## src/rtl/led_chaser_multi.sv

```systemverilog
`timescale 1ns/1ps
// -----------------------------------------------------------------------------
// led_chaser_multi
//   Multi-pattern LED chaser with an adjustable step period. It drives LED_NUM
//   LEDs with one of four patterns (rotate left, rotate right, bounce, bar fill)
//   and advances the pattern once every `period` clock cycles. The debounced
//   speed keys halve, double or restore the period. A pause level freezes the
//   pattern. A step strobe marks every pattern advance for other board logic.
//
// Ports
//   clk          in   1        system clock, rising edge
//   reset        in   1        asynchronous, active-high reset
//   key_faster   in   1        1-cycle pulse: halve the period (floor SPEED_MIN)
//   key_slower   in   1        1-cycle pulse: double the period (cap SPEED_MAX)
//   key_restore  in   1        1-cycle pulse: period := SPEED_DEF
//   mode         in   2        0 rot-left, 1 rot-right, 2 bounce, 3 bar fill
//   pause        in   1        level: freeze pattern and step counter
//   led          out  LED_NUM  LED drive, 1 = on (registered)
//   step_tick    out  1        1-cycle pulse on every pattern advance (registered)
// -----------------------------------------------------------------------------
module led_chaser_multi #(
  parameter int LED_NUM   = 8,
  parameter int CNT_W     = 30,
  parameter int SPEED_DEF = 20,
  parameter int SPEED_MIN = 2,
  parameter int SPEED_MAX = 2**28
) (
  input  logic               clk,
  input  logic               reset,
  input  logic               key_faster,
  input  logic               key_slower,
  input  logic               key_restore,
  input  logic [1:0]         mode,
  input  logic               pause,
  output logic [LED_NUM-1:0] led,
  output logic               step_tick
);

  localparam logic [1:0] S_IDLE  = 2'd0;
  localparam logic [1:0] S_RUN   = 2'd1;
  localparam logic [1:0] S_PAUSE = 2'd2;

  localparam logic [1:0] M_ROT_L  = 2'd0;
  localparam logic [1:0] M_ROT_R  = 2'd1;
  localparam logic [1:0] M_BOUNCE = 2'd2;
  localparam logic [1:0] M_BAR    = 2'd3;

  // Period arithmetic is one bit wider than the register so doubling cannot wrap.
  localparam logic [CNT_W:0] DEF_W = (CNT_W+1)'(SPEED_DEF);
  localparam logic [CNT_W:0] MIN_W = (CNT_W+1)'(SPEED_MIN);
  localparam logic [CNT_W:0] MAX_W = (CNT_W+1)'(SPEED_MAX);
  localparam logic [CNT_W:0] ONE_W = (CNT_W+1)'(1);

  logic [1:0]         state_q;
  logic [CNT_W-1:0]   period_q;
  logic [CNT_W-1:0]   cnt_q;
  logic [LED_NUM-1:0] led_q;
  logic               step_q;
  logic               dir_down_q;   // bounce direction: 0 = moving up, 1 = moving down
  logic [1:0]         mode_q;       // previous mode, for change detection

  logic               restart;
  logic               advance;
  logic [CNT_W:0]     period_w;
  logic [CNT_W:0]     half_w;
  logic [CNT_W:0]     dbl_w;
  logic [CNT_W:0]     period_nxt_w;
  logic [LED_NUM-1:0] led_init;
  logic [LED_NUM-1:0] led_adv;
  logic               dir_adv;

  assign led       = led_q;
  assign step_tick = step_q;

  // Any key or a new mode value aborts the current pattern and restarts it.
  assign restart = key_faster | key_slower | key_restore | (mode != mode_q);

  // Using >= rather than == lets a freshly shortened period take effect at once
  // even when the counter is already past the new terminal count.
  assign advance = (({1'b0, cnt_q} + ONE_W) >= {1'b0, period_q});

  // Period update: restore > faster > slower.
  // NOTE: every combinational output gets a default first so no path leaves
  // it unassigned; otherwise synthesis infers a latch.
  always_comb begin
    period_w     = {1'b0, period_q};
    half_w       = period_w >> 1;
    dbl_w        = period_w << 1;
    period_nxt_w = period_w;
    if (key_restore) begin
      period_nxt_w = DEF_W;
    end else if (key_faster) begin
      period_nxt_w = (half_w < MIN_W) ? MIN_W : half_w;
    end else if (key_slower) begin
      period_nxt_w = (dbl_w > MAX_W) ? MAX_W : dbl_w;
    end
  end

  // Initial pattern of the active mode.
  always_comb begin
    led_init = LED_NUM'(1);
    if (mode_q == M_ROT_R) begin
      led_init = {1'b1, {(LED_NUM-1){1'b0}}};
    end
  end

  // Next pattern value on an advance.
  always_comb begin
    led_adv = led_q;
    dir_adv = dir_down_q;
    case (mode_q)
      M_ROT_L: led_adv = {led_q[LED_NUM-2:0], led_q[LED_NUM-1]};
      M_ROT_R: led_adv = {led_q[0], led_q[LED_NUM-1:1]};
      M_BOUNCE: begin
        // Turn around on the end LED itself so neither end is shown twice.
        if (!dir_down_q) begin
          if (led_q[LED_NUM-1]) begin
            led_adv = led_q >> 1;
            dir_adv = 1'b1;
          end else begin
            led_adv = led_q << 1;
          end
        end else begin
          if (led_q[0]) begin
            led_adv = led_q << 1;
            dir_adv = 1'b0;
          end else begin
            led_adv = led_q >> 1;
          end
        end
      end
      M_BAR: led_adv = (&led_q) ? '0 : {led_q[LED_NUM-2:0], 1'b1};
      default: led_adv = led_q;
    endcase
  end

  // NOTE: sequential state uses non-blocking assignments so every register
  // samples the pre-edge values regardless of statement order.
  always_ff @(posedge clk or posedge reset) begin
    if (reset) begin
      state_q    <= S_IDLE;
      period_q   <= DEF_W[CNT_W-1:0];
      cnt_q      <= '0;
      led_q      <= '0;
      step_q     <= 1'b0;
      dir_down_q <= 1'b0;
      mode_q     <= M_ROT_L;
    end else begin
      mode_q   <= mode;
      period_q <= period_nxt_w[CNT_W-1:0];
      step_q   <= 1'b0;
      if (restart) begin
        state_q    <= S_IDLE;
        led_q      <= '0;
        cnt_q      <= '0;
        dir_down_q <= 1'b0;
      end else begin
        case (state_q)
          S_IDLE: begin
            led_q      <= led_init;
            cnt_q      <= '0;
            dir_down_q <= 1'b0;
            state_q    <= pause ? S_PAUSE : S_RUN;
          end
          S_RUN, S_PAUSE: begin
            // Pause is checked before the compare, so a step never fires while
            // paused; on release counting continues from the held count.
            if (pause) begin
              state_q <= S_PAUSE;
            end else begin
              state_q <= S_RUN;
              if (advance) begin
                cnt_q      <= '0;
                led_q      <= led_adv;
                dir_down_q <= dir_adv;
                step_q     <= 1'b1;
              end else begin
                cnt_q <= cnt_q + CNT_W'(1);
              end
            end
          end
          default: state_q <= S_IDLE;
        endcase
      end
    end
  end

endmodule
```

## config.mk

```make
export PLATFORM = sky130hd
export DESIGN_NAME = led_chaser_multi
export DESIGN_NICKNAME = d
export VERILOG_FILES = /design/src/rtl/led_chaser_multi.sv
export SDC_FILE = /design/constraint.sdc
export NUM_CORES = 1
export LEC_CHECK = 0
export ABC_AREA = 1
export ABC_CLOCK_PERIOD_IN_PS = 6630
export CORE_ASPECT_RATIO = 0.8
export CORE_MARGIN = 2
export CORE_UTILIZATION = 65
export DETAILED_ROUTE_END_ITERATION = 10
export PLACE_DENSITY = 0.84
export SYNTH_ARGS = -nofsm -noshare
export SYNTH_HDL_FRONTEND = slang
export SYNTH_SLANG_ARGS = --single-unit
export TNS_END_PERCENT = 20
```

## constraint.sdc

```tcl
create_clock -name clk -period 6.63 [get_ports clk]
set_input_delay 0.9945 -clock clk [delete_from_list [all_inputs] [get_ports clk]]
set_output_delay 0.9945 -clock clk [all_outputs]
set_load 0.01 [all_outputs]
```

# Word-level counts from Yosys, hierarchy flattened
# Cells that the tools add are included.
# word_totals
ff_bits	74
in_bits	8
output_inout_bits	9
wordCells	68
# op_classes
n_addsub	2
n_lt_le_gt_ge	3
eq_ne	9
muxes	34
bitwise_logic	3
reduce_logical	10
# op_table
op	n
30-bit two-way mux	7
8-bit two-way mux	8
30-bit one-hot mux with 2 select lines	1
8-bit one-hot mux with 4 select lines	1
30-bit by 1-bit adder with 31-bit output (second input constant)	1
31-bit by 30-bit greater-or-equal comparator with 1-bit output	1
31-bit by 29-bit greater-than comparator with 1-bit output (second input constant)	1
30-bit by 1-bit adder with 30-bit output (second input constant)	1
29-bit by 2-bit < comparator with 1-bit output (second input constant)	1
29-bit two-way mux	1
8-bit one-hot mux with 2 select lines	1
1-bit two-way mux	11
8-bit AND reduction	1
2-bit equality test (second input constant)	3
2-bit two-way mux	3
3-bit inequality test (second input constant)	2
3-bit nonzero test	2
2-bit by 1-bit equality test with 1-bit output (second input constant)	2
2-bit zero test	2
4-bit AND reduction	1
3-bit by 2-bit inequality test with 1-bit output (second input constant)	1
1-bit OR	3
3-bit AND reduction	1
3-bit OR reduction	1
other kinds (4)	4

# Logic depth before layout (Yosys ltp)
# logic_depth
ltp_word	7
depth_mapped	23
mapped_depth_nobuf	22

# Worst setup path after synthesis
# OpenSTA, ideal clock, no wires.
# synth_path
path_type	reg-to-reg
from	register cnt_q[0]
to	register dir_down_q
setup_ns	0.117
arrival_ns	2.793
required_time_ns	6.513
slack_ns	3.720
stages_incl_launch_ff	23
n_path_buf	2
period_less_slack_ns	2.910
cell_sequence	dfrtp_1 ha_1 nand2_1 inv_1 nand2_1 nor2_2 nand2_1 nor3_1 nand2_1 xor2_1 inv_1 ha_1 a21oi_1 o21a_1 nand2_1 nand2_1 nand2_1 nor2_2 nand3_4 buf_6 buf_6 nand4_2 nand2_1
# synth_between
elab_chain_len	4
# synth_lines
element	line	text
start, declared	56	logic [CNT_W-1:0] cnt_q;
start signal, assigned	178	cnt_q <= cnt_q + CNT_W'(1);
30-bit by 1-bit adder with 31-bit output	80	assign advance = (({1'b0, cnt_q} + ONE_W) >= {1'b0, period_q});
31-bit by 30-bit greater-or-equal comparator with 1-bit output	80	
3-bit inequality test (no line)	n/a	
4-bit AND reduction (no line)	n/a	
end signal, assigned	175	dir_down_q <= dir_adv;
end, declared	59	logic dir_down_q;
# Every way passes these cells.
# A chain may end at the register's enable or synchronous reset.

# Worst setup path after layout
# layout_path
from	register cnt_q[0]
to	register led_q[1], in the netlist led[1]
# layout_between
elab_chain_len	4
# layout_lines
element	line	text
30-bit by 1-bit adder with 31-bit output	80	
31-bit by 30-bit greater-or-equal comparator with 1-bit output	80	
3-bit inequality test (no line)	n/a	
3-bit AND reduction (no line)	n/a	
end signal, assigned	160	led_q <= led_init;
end signal, assigned	174	led_q <= led_adv;
end, declared	57	logic [LED_NUM-1:0] led_q;
# Every way passes these cells.

==> metrics <==
Critical R2R Capture=led[1]$_DFFE_PP0P_; number of placement rows=28; synth-to-layout area growth=7.78%; IO Port Bufs=16; CTS tree=yes; Worst Path Max Fanout=29; Placer Congestion=0.942; DRC=0; Mapped Nets=734; Leakage=2.61 nW; Ports=17; Final setup viols=0; largest net degree at the start of global routing=75; Slew Limit Fails=0; Clock Skew=8.80 ps; number of DRC markers in iteration 0=414; Post-Synthesis Cells=693; ys flop type=dfrtp_1; critical path arrival=4330 ps; Final Util=73.6%; WL per Instance=15.6 um; cell area after synthesis=5140 um2; GR Util All Layers=30.5%; Die Width=103 um; height of the die=83.6 um; Slowest cell on crit path=dfrtp_1; Inserted Clock Buffers=9; Cell Pwr Density=185 nW/um2; top cell type by total area after synthesis=dfrtp_1; Hold Crit Class=reg2reg; Crit. End Element=flip-flop; Hold Path End=dir_down_q$_DFFE_PP0P_; CP cell instances=ha_1, nand2_1, inv_1, nand2_1, nor2_2, nand2_1, nor3_1, nand2_1, xor2_1, inv_1, ha_1, nand4_1, nor2_1, nand3_1, nand2_1, nand2_1, nand2_1, nor2_2, nand3_4, nand2_2, nand2_1, o21ai_0; clock-pin slew on the worst setup and hold paths=80 ps; setup TNS=0 ps; Worst-Margin Slew=956 ps; Setup Fix Bufs, Post-CTS=0; Pre-antenna DRT Iters=6; Critical Path Start Type=flip-flop; Top delay family on crit path=simple AND/OR/NAND/NOR gates; CTS resizes=0; first-pass GRT wire length=21.1 mm; Clock H-tree levels=3; Slowest Stage Delay on Critical Path=450 ps; drt total wl=12.7 mm; Tcrit/Tclk final=61.1%; max_cap viols=0; Final #Nets=741; area share of the largest cell type after synthesis=35.0%; Final Hold Viols=0; layout cells sized above 1=7.67%; Req. time, crit path=6910 ps; number of synthesized flops with an enable pin=0; Filler Cells Inserted=569; ANT cells=0; Hold Crit Start=dir_down_q$_DFFE_PP0P_; Avg Vias per Cell=5.86; syn avg cell area=7.42 um2; headroom to the max-slew limit=36.1%; post-detail-place hpwl=9.06 mm; RSZ-0062 raised after global routing=no; FF-to-FF path depth=22; vias in the first global route=4497; count leader, synth=nand2_1; crit path kind=reg2reg; Post-CTS Hold Buffers=0; Non-Filler Instances=809; Max Freq=247 MHz; Hold Crit Depth=2; CTS max path bufs=2; initial antenna violation count=0; async set or reset register ratio after synthesis=100%; Core ar.=7530 um2; Bufs and invs on worst path=2; CTS root buffer=clkbuf_8; Post-synth top cells=nand2_1, o21ai_0, inv_1; CP most frequent cell=nand2_1; clk sinks=74; Synth area leaders=dfrtp_1, nand2_1, ha_1; vias=4739; reg2reg setup slack=2580 ps; antenna-violating nets left=0; placed cells=794; GR Overflow Total=0; peak supply drop=0.0970 mV; Netlist cell types=43; Ys Warns=0; die area=8650 um2; status=finished clean; reg-to-reg startpoint=cnt_q[0]$_DFFE_PP0P_; worst skew pair latency=360 ps; post-synthesis sequential area ratio=36.0%; Tmin final=4050 ps; initial core utilization=68.3%; Yosys reg bits=74
==> cell type report <==
type / instances / area, um2 / share of cell area, %
multi-input cells: 519 / 2850 / 51.3
clock inverters: 5 / 103 / 1.85
flip-flops and latches: 74 / 1850 / 33.4
repair buffers: 19 / 183 / 3.29
inverters: 77 / 292 / 5.26
clock buffers: 10 / 138 / 2.48
well taps: 105 / 131 / 2.37
==> placed cells by master, fill, tap and decap left out, types with 2 or more instances in the layout <==
cell type | netlist | routed
nand2_1 | 190 | 190
ha_1 | 33 | 33
dfrtp_1 | 72 | 72
nor2_2 | 2 | 2
nand3b_1 | 3 | 3
inv_1 | 73 | 72
o21ai_2 | 14 | 14
nand3_1 | 21 | 21
clkdlybuf4s50_1 | 0 | 16
o21a_1 | 2 | 2
o22ai_2 | 4 | 4
nor4_1 | 4 | 4
inv_2 | 2 | 3
a21oi_1 | 49 | 49
nor3_1 | 11 | 11
nand2_2 | 2 | 2
clkbuf_8 | 0 | 10
a22oi_1 | 2 | 2
nand4_1 | 14 | 14
o22ai_1 | 2 | 2
nor2_1 | 46 | 46
xnor2_1 | 6 | 6
o21ai_0 | 78 | 78
buf_4 | 3 | 3
nor3b_1 | 2 | 2
bufinv_16 | 0 | 3
xor2_1 | 19 | 19
or2_2 | 2 | 2
or2_1 | 2 | 2
dfstp_2 | 2 | 2
==> worst reg2reg max path: cells and delay by family, from the launching register on <==
kind,cells,cell delay [ps]
flip-flops,1,450
buffers and inverters,2,160
AO/OA/AOI/OAI,1,90
AND/OR/NAND/NOR,16,2600
XOR/XNOR,1,140
adder cells (fa/ha/maj),2,530
==> metal layers <==
metal	track usage, %	wire, um	vias up
met5	0	0	-
met4	9.33	255	0
met3	6.95	957	29
met2	47.0	5880	217
met1	42.6	5570	2199
li1	-	-	2294
==> sequential cells by signal, summed over array words and instances, names as in the netlist <==
register / cells
step_tick: 1
led: 8
mode_q: 2
state_q: 2
dir_down_q: 1
period_q: 30
cnt_q: 30
==> report_power, final <==
group	internal (W)	leakage [nW]	switching, W	total, W
clock	0.000258	0.118	0.000172	0.000430
combinational	0.0000376	1.49	0.0000776	0.000115
sequential	0.000466	1.00	0.0000164	0.000483
==> kinds of logic (layout without fill, tap and decap cells) <==
family | after synthesis | in the layout | synth area share, %
xor gates and xnor gates | 25 | 25 | 4.26
DFF | 74 | 74 | 36.0
and+or+nand+nor | 305 | 305 | 25.8
buffers and inverters | 100 | 111 | 8.66
AOI/OAI and AO/OA | 156 | 156 | 17.2
adders and majority gates | 33 | 33 | 8.03
==> worst max path at each step <==
stage,endpoint,cells past startpoint,from
floorplan,dir_down_q$_DFFE_PP0P_,22,cnt_q[0]$_DFFE_PP0P_
global placement,cnt_q[0]$_DFFE_PP0P_,10,key_faster
detailed placement,cnt_q[0]$_DFFE_PP0P_,10,key_faster
CTS,cnt_q[0]$_DFFE_PP0P_,10,key_faster
global route,led[1]$_DFFE_PP0P_,22,cnt_q[0]$_DFFE_PP0P_
finish,led[1]$_DFFE_PP0P_,22,cnt_q[0]$_DFFE_PP0P_
==> stage by stage <==
stage | hold WS [ps] | total power [W] | setup slack, ps | cell area [um2]
after floorplan | 462 | 0.000569 | 3720 | 5140
after global placement | 484 | 0.000597 | 2420 | 5310
after detailed placement | 487 | 0.000603 | 2310 | 5310
after CTS | 511 | 0.00103 | 2660 | 5550
after global routing | 554 | 0.00107 | 2200 | 5550
final | 524 | 0.00103 | 2580 | 5550
(Power assumes the default switching activity.)
